**config.mk**
```make
export PLATFORM = sky130hd
export DESIGN_NAME = brent_addsub_pipe
export DESIGN_NICKNAME = d
export VERILOG_FILES = /design/src/rtl/brent_addsub_pipe.sv
export SDC_FILE = /design/constraint.sdc
export NUM_CORES = 1
export LEC_CHECK = 0
export ABC_AREA = 0
export BUFFER_PORTS_ARGS = -buffer_cell sky130_fd_sc_hd__clkbuf_2
export CAP_MARGIN = 20
export CORE_AREA = 2 2 72 74
export DETAILED_ROUTE_END_ITERATION = 6
export DIE_AREA = 0 0 74 76
export PLACE_DENSITY = 0.85
export SLEW_MARGIN = 20
export SYNTH_ARGS = -nofsm -noshare
export SYNTH_HDL_FRONTEND = slang
export SYNTH_SLANG_ARGS = --single-unit
export TNS_END_PERCENT = 20
```
**constraint.sdc**
```tcl
create_clock -name clk -period 5.91 [get_ports clk]
set_clock_uncertainty 0.05 [all_clocks]
set_input_delay 1.182 -clock clk [delete_from_list [all_inputs] [get_ports clk]]
set_output_delay 1.182 -clock clk [all_outputs]
set_load 0.1 [all_outputs]
```
**src/rtl/brent_addsub_pipe.sv**
```systemverilog
// Two-stage pipelined Brent-Kung adder/subtractor with valid/ready on both sides.
// Stage 1 registers the prefix-tree up-sweep; stage 2 registers the down-sweep result and flags.
module brent_addsub_pipe #(
    parameter int W = 16
) (
    input  logic         clk,
    input  logic         reset,
    input  logic         in_valid,
    output logic         in_ready,
    input  logic [W-1:0] A,
    input  logic [W-1:0] B,
    input  logic         sub,
    output logic         out_valid,
    input  logic         out_ready,
    output logic [W-1:0] sum,
    output logic         cout,
    output logic         ovf,
    output logic         zero
);

    localparam int LW = $clog2(W);

    // Up-sweep: node i at level l covers bits i-2^l+1..i when (i+1) is a multiple of 2^l.
    // Each index ends up holding the (G,P) of the largest group it roots.
    function automatic logic [2*W-1:0] up_sweep(input logic [W-1:0] g, input logic [W-1:0] p);
        logic [W-1:0]  gu;
        logic [W-1:0]  pu;
        logic [LW-1:0] hi;
        logic [LW-1:0] lo;
        gu = g;
        pu = p;
        for (int l = 1; l <= LW; l++) begin
            for (int i = 0; i < W; i++) begin
                if (((i + 1) % (1 << l)) == 0) begin
                    hi = LW'(i);
                    lo = LW'(i - (1 << (l - 1)));
                    gu[hi] = gu[hi] | (pu[hi] & gu[lo]);
                    pu[hi] = pu[hi] & pu[lo];
                end
            end
        end
        return {pu, gu};
    endfunction

    // Down-sweep: fills the prefixes the up-sweep left incomplete, widest span first.
    // Returns carries c[0..W]; c[0] is the carry-in, c[i+1] is the carry out of bit i.
    function automatic logic [W:0] carries(input logic [W-1:0] gu, input logic [W-1:0] pu,
                                           input logic cin);
        logic [W-1:0]  gd;
        logic [LW-1:0] hi;
        logic [LW-1:0] lo;
        int            idx;
        gd = gu;
        for (int l = LW - 1; l >= 1; l--) begin
            for (int m = 1; m < W; m++) begin
                idx = m * (1 << l) + (1 << (l - 1)) - 1;
                if (idx < W) begin
                    hi = LW'(idx);
                    lo = LW'(idx - (1 << (l - 1)));
                    gd[hi] = gd[hi] | (pu[hi] & gd[lo]);
                end
            end
        end
        return {gd, cin};
    endfunction

    logic         adv1;
    logic         adv2;

    logic         vld_p1;
    logic [W-1:0] p_p1;
    logic [W-1:0] gu_p1;
    logic [W-1:0] pu_p1;
    logic         cin_p1;
    logic         amsb_p1;
    logic         bmsb_p1;

    logic         vld_p2;
    logic [W-1:0] sum_p2;
    logic         cout_p2;
    logic         ovf_p2;
    logic         zero_p2;

    logic [W-1:0] beff;
    logic [W-1:0] g_bit;
    logic [W-1:0] p_bit;
    logic [W-1:0] g_fold;
    logic [W-1:0] gu_d;
    logic [W-1:0] pu_d;

    logic [W:0]   c_d;
    logic [W-1:0] sum_d;
    logic         ovf_d;

    assign adv2     = !vld_p2 || out_ready;
    assign adv1     = !vld_p1 || adv2;
    assign in_ready = adv1;

    // Stage 1 input: operand conditioning, carry-in folded into bit 0 as a virtual bit -1.
    always_comb begin
        beff      = sub ? ~B : B;
        g_bit     = A & beff;
        p_bit     = A ^ beff;
        g_fold    = g_bit;
        g_fold[0] = g_bit[0] | (p_bit[0] & sub);
        {pu_d, gu_d} = up_sweep(g_fold, p_bit);
    end

    always_ff @(posedge clk) begin
        if (reset) begin
            vld_p1 <= 1'b0;
        end else if (adv1) begin
            vld_p1 <= in_valid;
        end
    end

    always_ff @(posedge clk) begin
        if (adv1) begin
            p_p1    <= p_bit;
            gu_p1   <= gu_d;
            pu_p1   <= pu_d;
            cin_p1  <= sub;
            amsb_p1 <= A[W-1];
            bmsb_p1 <= beff[W-1];
        end
    end

    // Stage 2 input: carries, sum and flags.
    always_comb begin
        c_d   = carries(gu_p1, pu_p1, cin_p1);
        sum_d = p_p1 ^ c_d[W-1:0];
        ovf_d = (amsb_p1 == bmsb_p1) && (sum_d[W-1] != amsb_p1);
    end

    always_ff @(posedge clk) begin
        if (reset) begin
            vld_p2  <= 1'b0;
            sum_p2  <= '0;
            cout_p2 <= 1'b0;
            ovf_p2  <= 1'b0;
            zero_p2 <= 1'b0;
        end else if (adv2) begin
            vld_p2  <= vld_p1;
            sum_p2  <= sum_d;
            cout_p2 <= c_d[W];
            ovf_p2  <= ovf_d;
            zero_p2 <= (sum_d == '0);
        end
    end

    assign out_valid = vld_p2;
    assign sum       = sum_p2;
    assign cout      = cout_p2;
    assign ovf       = ovf_p2;
    assign zero      = zero_p2;

endmodule

```
==> flow_metrics.tcl <==
set metrics [dict create \
    worst_pin_slew_ns 0.652 \
    path_max_fanout 40 \
    switching_power_uw 449 \
    status "finished, final reports clean" \
    rows 26 \
    routed_wl_mm 4.74 \
    gp_congestion 0.751 \
    core_sq_mm 0.00491 \
    cts.repair.resized 0 \
    drt_iter0_markers 94 \
    antennaDiodeCount 0 \
    holdPathEnd "sum[13]" \
    die_w_microns 74 \
    crit_required_ns 4.68 \
    dieHeight_microns 76 \
    p_seq_share_pct 44.9 \
    hold_viol_final 0 \
    min-delay-start "sum[13]" \
    synth_top_family_by_area "simple AND/OR/NAND/NOR gates" \
    critPathKind "in -> out" \
    slew_violations 0 \
    worstReg2RegStart "gu_p1[7]" \
    post_cts_buffers 0 \
    startpoint_type "primary input" \
    nNetsFinal 344 \
    setup_viol 0 \
    yosysSeqAreaShare_pct 59.1 \
    reg2reg_to "zero" \
    synthAdderAreaFrac_pct 10.2 \
    grt_max_degree 41 \
    synthCells 223 \
    globalRouteOverflowTotal 0 \
    ff_latch_area_sq_mm 0.00159 \
    area_growth_pct 18.6 \
    ioPinCount 58 \
    rsz0062_at_grt "false" \
    cts_tree "done" \
    pre_cts_slack_ns 2.11 \
    clock-sinks 60 \
    clockPowerShare_pct 24.5 \
    avgSynthCellArea_sq_um 12.1 \
    wire_per_inst_microns 13.2 \
    clk_pin_slew_worst_paths_ns 0.06 \
    critical_path_arrival_ns 2.56 \
    clock_tree.buffer_depth 2 \
    final_core_util_pct 65.0 \
    grt_pass1_vias 1713 \
    power.density_mw_per_mm2 379 \
    yosys.area_share.xor_xnor_pct 8.45 \
    p_leak_uw 0.00148 \
    hold_ws_ns 0.404 \
    p_int_uw 761 \
    synth_nets 282 \
    period_minus_slack_ns 3.79 \
    dieArea_sq_mm 0.00562 \
    grt.total_usage_pct 18.5 \
    slew_headroom_pct 56.6 \
    synth_compound_area_share_pct 8.73 \
    peakVddDrop_mv 0.175 \
    critPathCaptureType "output port" \
    combPwrFrac_pct 30.6 \
    htreeDepth 3 \
    synth_area_sq_mm 0.00269 \
    grt_first_pass_wirelength_mm 7.62 \
    initial_core_util_pct 54.8 \
    insertion_delay_ns 0.34 \
    cts_buffers 9 \
    via_count 1821 \
    tns_ns 0 \
    r2r_slack_ns 3.75 \
    synthSimpleGateAreaFrac_pct 11.5 \
    r2r_cells 8 \
    hold_depth 2 \
    fillers 405 \
    yosys_warnings 0 \
    drtPass1Iterations 4 \
    layout-drive-gt1-share_pct 25.9 \
    p_sw_share_pct 37.1 \
    synthMuxAreaShare_pct 0.557 \
    finalCritPeriodShare_pct 64.1 \
    hpwl_mm 3.44 \
    cts-root-buf "clkbuf_8" \
    setup_slack_ns 2.12 \
    vias_per_cell 5.06 \
    hp-class "reg -> reg" \
    fmax_mhz 264 \
    antenna_found_initial 0 \
    drtAntennaViolNets 0 \
    multi_input_area_sq_mm 0.00106 \
    portBuffers 57 \
    holdBufCountCts 0 \
    finalPower_uw 1210 \
    maxCapViolations 0 \
    drc_errors 0 \
    synth.distinct_cells 31 \
    ys_seq_elements 60 \
]
==> synth_stat cells <==
library cell | instances | area, sq um
nand3b_1 | 1 | 7.51
o21ai_2 | 1 | 8.76
or2b_1 | 1 | 7.51
nand4_1 | 1 | 6.26
nand3_1 | 2 | 10.0
nor3_1 | 2 | 10.0
nand2_2 | 1 | 6.26
a21o_1 | 9 | 67.6
edfxtp_1 | 39 | 1170
nand2_1 | 35 | 131
xor2_1 | 17 | 149
ha_1 | 22 | 275
and3_1 | 1 | 6.26
clkbuf_1 | 5 | 18.8
a21oi_1 | 18 | 90.1
buf_6 | 1 | 11.3
a221o_1 | 1 | 10.0
a41o_1 | 1 | 10.0
and2_1 | 3 | 18.8
dfxtp_1 | 21 | 420
a21oi_2 | 1 | 8.76
o41ai_2 | 1 | 16.3
xnor2_1 | 9 | 78.8
nor4_1 | 3 | 18.8
nor2_1 | 18 | 67.6
mux2_4 | 1 | 15.0
nor2b_1 | 2 | 12.5
buf_2 | 2 | 10.0
nand2b_1 | 1 | 6.26
a211oi_1 | 2 | 15.0
a31o_1 | 1 | 8.76
==> worst max-delay path by stage <==
| stage | from | end | slack [ns] |
|---|---|---|---|
| 2_1_floorplan | out_ready | in_ready | 1.77 |
| 3_3_place_gp | out_ready | in_ready | 2.14 |
| 3_5_place_dp | out_ready | in_ready | 2.11 |
| 4_1_cts | out_ready | in_ready | 2.11 |
| 5_1_grt | out_ready | in_ready | 2.04 |
| 6_report | out_ready | in_ready | 2.12 |
==> state kept, by name, indices dropped and copies added (netlist names) <==
name	cells
cin_p1	1
pu_p1	4
cout	1
p_p1	16
vld_p1	1
sum	16
out_valid	1
gu_p1	16
zero	1
bmsb_p1	1
amsb_p1	1
ovf	1
==> area by class of cell <==
class                           count  share of cell area (%)
Clock buffer                       13                    4.35
Clock inverter                      3                   0.431
Multi-Input combinational cell    155                    33.3
Sequential cell                    60                    49.8
Tap cell                           70                    2.74
Timing Repair Buffer               59                    9.40
==> cells in the final DEF, fill, tap and decap left out, types with 17 or more instances in the layout <==
cell	instances
a21oi_1	18
clkbuf_2	57
dfxtp_1	21
edfxtp_1	39
ha_1	22
nand2_1	35
nor2_1	18
xor2_1	17
==> stage by stage <==
| step | area (sq um) | std cells |
|---|---|---|
| floorplan | 2690 | 223 |
| global placement | 3040 | 344 |
| detailed placement | 3040 | 344 |
| CTS | 3190 | 360 |
| global route | 3190 | 360 |
| finish | 3190 | 360 |
==> logic make-up after synthesis <==
group / after synthesis
AO/OA/AOI/OAI: 35
XOR/XNOR: 26
adder cells (fa/ha/maj): 22
buffers and inverters: 8
flip-flops: 60
multiplexers: 1
AND/OR/NAND/NOR: 71
==> critical path, cell delays in order <==
cell and delay (ns):
clkbuf_2 0.09, nor2b_1 0.04, buf_4 0.20, nand2_1 0.09, buf_4 0.41, clkbuf_2 0.54
==> metal layers <==
metal	global-route usage, %	up-vias	share of wire [%]
met5	0	-	0
met4	11.1	0	3.0
met3	5.82	13	5.5
met2	26.6	62	47
met1	24.3	835	45
li1	-	911	-
==> power by group through the flow <==
stage	Combinational, uW	Clock, uW	Sequential (uW)
after global placement	365	0	548
after CTS	372	302	544
after detailed placement	370	0	552
after global routing	399	320	550
final	371	296	543
after floorplan	131	0	713
Power figures use the tool's default switching activity.
